==> config.mk <==
export PLATFORM = sky130hd
export DESIGN_NAME = ob_unpack
export DESIGN_NICKNAME = d
export VERILOG_FILES = /design/src/rtl/ob_unpack.sv
export SDC_FILE = /design/constraint.sdc
export NUM_CORES = 1
export LEC_CHECK = 0
export BUFFER_PORTS_ARGS = -buffer_cell sky130_fd_sc_hd__buf_2
export CAP_MARGIN = 5
export CELL_PAD_IN_SITES_DETAIL_PLACEMENT = 1
export CELL_PAD_IN_SITES_GLOBAL_PLACEMENT = 1
export CORE_MARGIN = 1.5
export CORE_UTILIZATION = 35
export DETAILED_ROUTE_END_ITERATION = 7
export PLACE_DENSITY = 0.8
export SETUP_SLACK_MARGIN = 0.4
export SLEW_MARGIN = 40
export SYNTH_ARGS = -nofsm -noshare
export SYNTH_HDL_FRONTEND = slang
export SYNTH_SLANG_ARGS = --single-unit
==> constraint.sdc <==
create_clock -name clk -period 8.6 [get_ports clk]
set_input_delay 1.29 -clock clk [delete_from_list [all_inputs] [get_ports clk]]
set_output_delay 1.29 -clock clk [all_outputs]
set_load 0.01 [all_outputs]
==> src/rtl/ob_unpack.sv <==
// Output-buffer unpacker: pops 32-bit FIFO words, splits them into fp16 pairs
// and assembles PARA-lane vectors for the compute engine, zero-padding the tail.
module ob_unpack #(
  parameter int PARA = 16,
  parameter int LW   = $clog2(PARA) + 1
) (
  input  logic                 clk,
  input  logic                 reset,
  input  logic                 start,
  input  logic [15:0]          op_num,
  output logic                 busy,
  output logic                 done,
  output logic                 ob_re,
  input  logic [31:0]          ob_data,
  input  logic                 ob_valid,
  input  logic                 ob_empty,
  output logic [16*PARA-1:0]   vec_data,
  output logic                 vec_valid,
  input  logic                 vec_ready,
  output logic                 vec_last,
  output logic [LW-1:0]        vec_lanes
);

  typedef enum logic [2:0] {
    IDLE = 3'd0,
    REQ  = 3'd1,
    WAIT = 3'd2,
    OUT  = 3'd3,
    FIN  = 3'd4
  } state_t;

  state_t              state_r;
  logic [15:0]         rem_r;
  logic [LW-1:0]       lane_r;
  logic                busy_r;
  logic                done_r;
  logic                ob_re_r;
  logic [16*PARA-1:0]  vec_data_r;
  logic                vec_valid_r;
  logic                vec_last_r;
  logic [LW-1:0]       vec_lanes_r;

  logic [15:0]         take_s;
  logic [15:0]         rem_nxt_s;
  logic [LW-1:0]       lane_nxt_s;

  // Elements consumed by the word being captured: two, or one for an odd tail.
  always_comb begin
    take_s     = (rem_r >= 16'd2) ? 16'd2 : rem_r;
    rem_nxt_s  = rem_r - take_s;
    lane_nxt_s = lane_r + LW'(take_s);
  end

  // Control FSM with all outputs registered.
  always_ff @(posedge clk or negedge reset) begin
    if (!reset) begin
      state_r     <= IDLE;
      rem_r       <= 16'd0;
      lane_r      <= {LW{1'b0}};
      busy_r      <= 1'b0;
      done_r      <= 1'b0;
      ob_re_r     <= 1'b0;
      vec_data_r  <= {(16*PARA){1'b0}};
      vec_valid_r <= 1'b0;
      vec_last_r  <= 1'b0;
      vec_lanes_r <= {LW{1'b0}};
    end else begin
      done_r  <= 1'b0;
      ob_re_r <= 1'b0;
      case (state_r)
        IDLE: begin
          if (start) begin
            if (op_num != 16'd0) begin
              rem_r      <= op_num;
              lane_r     <= {LW{1'b0}};
              vec_data_r <= {(16*PARA){1'b0}};
              busy_r     <= 1'b1;
              state_r    <= REQ;
            end else begin
              done_r <= 1'b1;
            end
          end
        end
        REQ: begin
          if (!ob_empty) begin
            ob_re_r <= 1'b1;
            state_r <= WAIT;
          end
        end
        WAIT: begin
          if (ob_valid) begin
            // lane_r is always even here, so lane_r+1 stays inside the vector.
            for (int i = 0; i < PARA; i++) begin
              if (LW'(i) == lane_r) begin
                vec_data_r[16*i +: 16] <= ob_data[15:0];
              end else if ((LW'(i) == (lane_r + LW'(1))) && (rem_r >= 16'd2)) begin
                vec_data_r[16*i +: 16] <= ob_data[31:16];
              end
            end
            rem_r  <= rem_nxt_s;
            lane_r <= lane_nxt_s;
            if ((lane_nxt_s == LW'(PARA)) || (rem_nxt_s == 16'd0)) begin
              vec_valid_r <= 1'b1;
              vec_lanes_r <= lane_nxt_s;
              vec_last_r  <= (rem_nxt_s == 16'd0);
              state_r     <= OUT;
            end else begin
              state_r <= REQ;
            end
          end
        end
        OUT: begin
          if (vec_ready) begin
            vec_valid_r <= 1'b0;
            vec_last_r  <= 1'b0;
            vec_lanes_r <= {LW{1'b0}};
            vec_data_r  <= {(16*PARA){1'b0}};
            lane_r      <= {LW{1'b0}};
            state_r     <= (rem_r == 16'd0) ? FIN : REQ;
          end
        end
        FIN: begin
          done_r  <= 1'b1;
          busy_r  <= 1'b0;
          state_r <= IDLE;
        end
        default: begin
          state_r <= IDLE;
        end
      endcase
    end
  end

  assign busy      = busy_r;
  assign done      = done_r;
  assign ob_re     = ob_re_r;
  assign vec_data  = vec_data_r;
  assign vec_valid = vec_valid_r;
  assign vec_last  = vec_last_r;
  assign vec_lanes = vec_lanes_r;

endmodule

==> metrics.cfg <==
[timing]
min_period_over_period_pct=46.2
min_period_ns=3.98
worst_pin_slew_ns=0.878
maxSlewHeadroom_pct=41.5
setup_ws_ns=4.62
final-setup-viol-count=0
achievable-frequency_mhz=251
grt_setup_unrepaired=false
final.setup_skew_ns=0.0241
setup_total_negative_slack_ns=0
report.final.slew_viol_count=0
hold_viol_final=0

[worst_setup_path]
required_ns=9.07
timing.setup.critical_path_class=flop to flop
worst_setup_path_startpoint=rem_r[12]
ff2ff_setup_slack_ns=4.62
worstRegToRegCells=12
cp-start-kind=flop
timing.critical_path.fanout_max=18
timing.critical_path.slowest_cell_delay_ns=0.69
worstReg2RegEnd=vec_lanes[1]
cp_slowest_cell=and2_1
worstReg2RegStart=rem_r[12]
path_cells=nor3_1, and2_1, and3_1, ha_1, inv_1, fa_1, nand2b_1, a21oi_1, xnor2_1, a31oi_1, o221ai_1, o31ai_2
arrival_ns=4.45
crit_path_end_kind=flop

[hold_path]
worstHoldStart=vec_data[82]
holdPathEnd=vec_data[82]
min_path_type=flop to flop
holdPathStages=2

[global_routing]
via_count_of_the_first_global_routing_pass=13900
remaining_overflow_grt=0
grt_pass1_wl_mm=91.3
grt_max_degree=143
grt_antenna_before_repair=0
grt_use_total_pct=27.3

[cts]
cts_tree=done
clkTransAtPathRegs_ns=0.06
cts_made_buffers=35
root_buffer=clkbuf_16
hold_buf_count_cts=0
post_cts.repair.setup_buffers=0
cts_max_path_bufs=3
post_cts_resize_count=0
ctsHtreeMaxLevel=2
worstSkewPairLatency_ns=0.57
cts_num_sinks=290

[final_layout]
drive_above_1_share_pct=24.9
number_of_non_filler_instances_in_the_completed_layout=2367
num_antenna_cells=0
areaGrowthSynthToFinish_pct=20.9
layout.core_utilization_pct=42.9
finalNetCount=1817

[place]
placed_cells=2303
finalWeightedCongestion=0.856
detailed_place_hpwl_mm=39.3
dp_worst_setup_slack_ns=4.62
port-buffer-count=319

[logic_synthesis]
synth_warnings=0
synthMuxAreaShare_pct=16.9
synth-edff-count=0
synthesis.area_mm2=0.0153
synth_compound_gate_area_share_pct=18.1
yosys-top-cells-count=nand2_1, dfrtp_1, mux2i_1
yosys-top-cells-area=dfrtp_1, mux2i_1, o31ai_1, nand2_1, clkbuf_1
syn_area_per_cell_um2=10.0
netlist_instances=1532
post_synth_fa_ha_maj_area_fraction_pct=0.620
post_synth_and_or_nand_nor_area_fraction_pct=12.0
post_synth_xor_area_fraction_pct=0.343
synth_top_cell_area_share_pct=47.3
asyncSetResetFlopFracSynth_pct=100
seq_area_frac_synth_pct=47.3
synth_seq_cells=290
ys.flop_type=dfrtp_1
synth.largest_area_cell=dfrtp_1
synth_top_family_by_area=compound AO/OA/AOI/OAI gates
post-synth-top-count-cell=nand2_1
synth.distinct_cells=62

[route]
avgRoutedWirePerCell_um=26.3
final_antenna_net_count=0
detail_route.iter0.violations=1015
finalWirelength_mm=62.1
drt_pass1_iterations=5
drt_drc=0
dr_total_vias=13700
viasPerCell=5.79

[power_and_ir_drop]
standby_leakage_power_nw=9.56
power_switching_w=0.00334
share_clk_of_total_power_pct=21.3
internal_power_w=0.00401
power-per-cell-area_mw_per_mm2=397
power.ir.vdd_worst_uv=144
total_power_w=0.00736
p_comb_share_pct=45.3
seq_power_share_pct=33.4
power.switching_fraction_pct=45.4

[floorplan]
row_count=76
boundaryPins=320
placeableCoreArea_mm2=0.0432
die_y_um=212
die_width_um=212
initial_core_utilization_pct=35.5
fp.dieArea_mm2=0.0451

[run]
maxCapViolations=0

[status]
status=completed

layout make-up:
cell class | count | area (µm²)
clock buffers | 50 | 1040
clock inverters | 13 | 154
fillers | 4935 | 24600
inverters | 6 | 22.5
multi-input cells | 1077 | 7470
flip-flops and latches | 290 | 7260
well taps | 585 | 732
repair buffers | 346 | 1850
worst max-delay path by stage:
stage	end	slack, ns	cells past startpoint
floorplan	vec_lanes[1]	5.23	14
global placement	vec_data[154]	4.57	7
detailed placement	vec_data[210]	4.62	8
CTS	vec_lanes[1]	4.71	12
global route	vec_lanes[1]	4.32	12
finish	vec_lanes[1]	4.62	12
power groups by stage:
stage | Sequential [W] | Combinational [W] | Clock (W)
2_1_floorplan | 0.00260 | 0.00182 | 0
3_3_place_gp | 0.00244 | 0.00318 | 0
3_5_place_dp | 0.00247 | 0.00332 | 0
4_1_cts | 0.00245 | 0.00333 | 0.00159
5_1_grt | 0.00253 | 0.00360 | 0.00164
6_report | 0.00246 | 0.00334 | 0.00156
cell families (layout without fill, tap and decap cells):
kind of cell / after synthesis / in the layout
AND/OR/NAND/NOR: 428 / 428
AO/OA/AOI/OAI: 375 / 375
XOR/XNOR: 6 / 6
multiplexers: 258 / 258
buffers and inverters: 166 / 415
flip-flops: 290 / 290
adder cells (fa/ha/maj): 7 / 7
other: 2 / 3
layer usage:
| metal | vias up | GRT usage [%] | part of all wire [%] |
|---|---|---|---|
| met5 | - | 0 | 0 |
| met1 | 7049 | 35.7 | 43 |
| met4 | 0 | 9.29 | 3.3 |
| met2 | 506 | 45.1 | 47 |
| met3 | 124 | 5.49 | 6.3 |
| li1 | 6019 | - | - |
worst max-delay path: cells and delay by family, from the launching register on:
family,cells,cell delay [ns]
compound gates,4,1.04
fa+ha+maj,2,0.56
flops,1,0.42
xor+xnor,1,0.19
buf+inv,1,0.06
simple gates,4,1.60
through the flow:
step	area, µm²	hold WS [ns]
floorplan	15300	0.461
global placement	17200	0.455
detailed placement	17300	0.460
CTS	18500	0.473
global route	18500	0.491
finish	18500	0.467
registers in the layout, indices dropped and copies added, names as in the netlist:
signal and flops:
vec_data 256, rem_r 16, lane_r 5, vec_lanes 5, state_r 3, busy 1
done 1, ob_re 1, vec_last 1, vec_valid 1
placed cells by master, fill, tap and decap left out, types with 8 or more instances in the layout:
master and count:
nor2_1 27, buf_4 23, mux2i_1 257, nand3_1 16, buf_2 318, dfrtp_1 290
a31oi_1 8, nor3_1 13, nand2_2 12, nor4_1 8, clkbuf_16 35, clkbuf_8 11
o21ai_0 29, o31ai_1 256, nand2_1 305, o211ai_1 10, a21oi_1 32
Note: power is estimated with default switching activity, not from simulation.
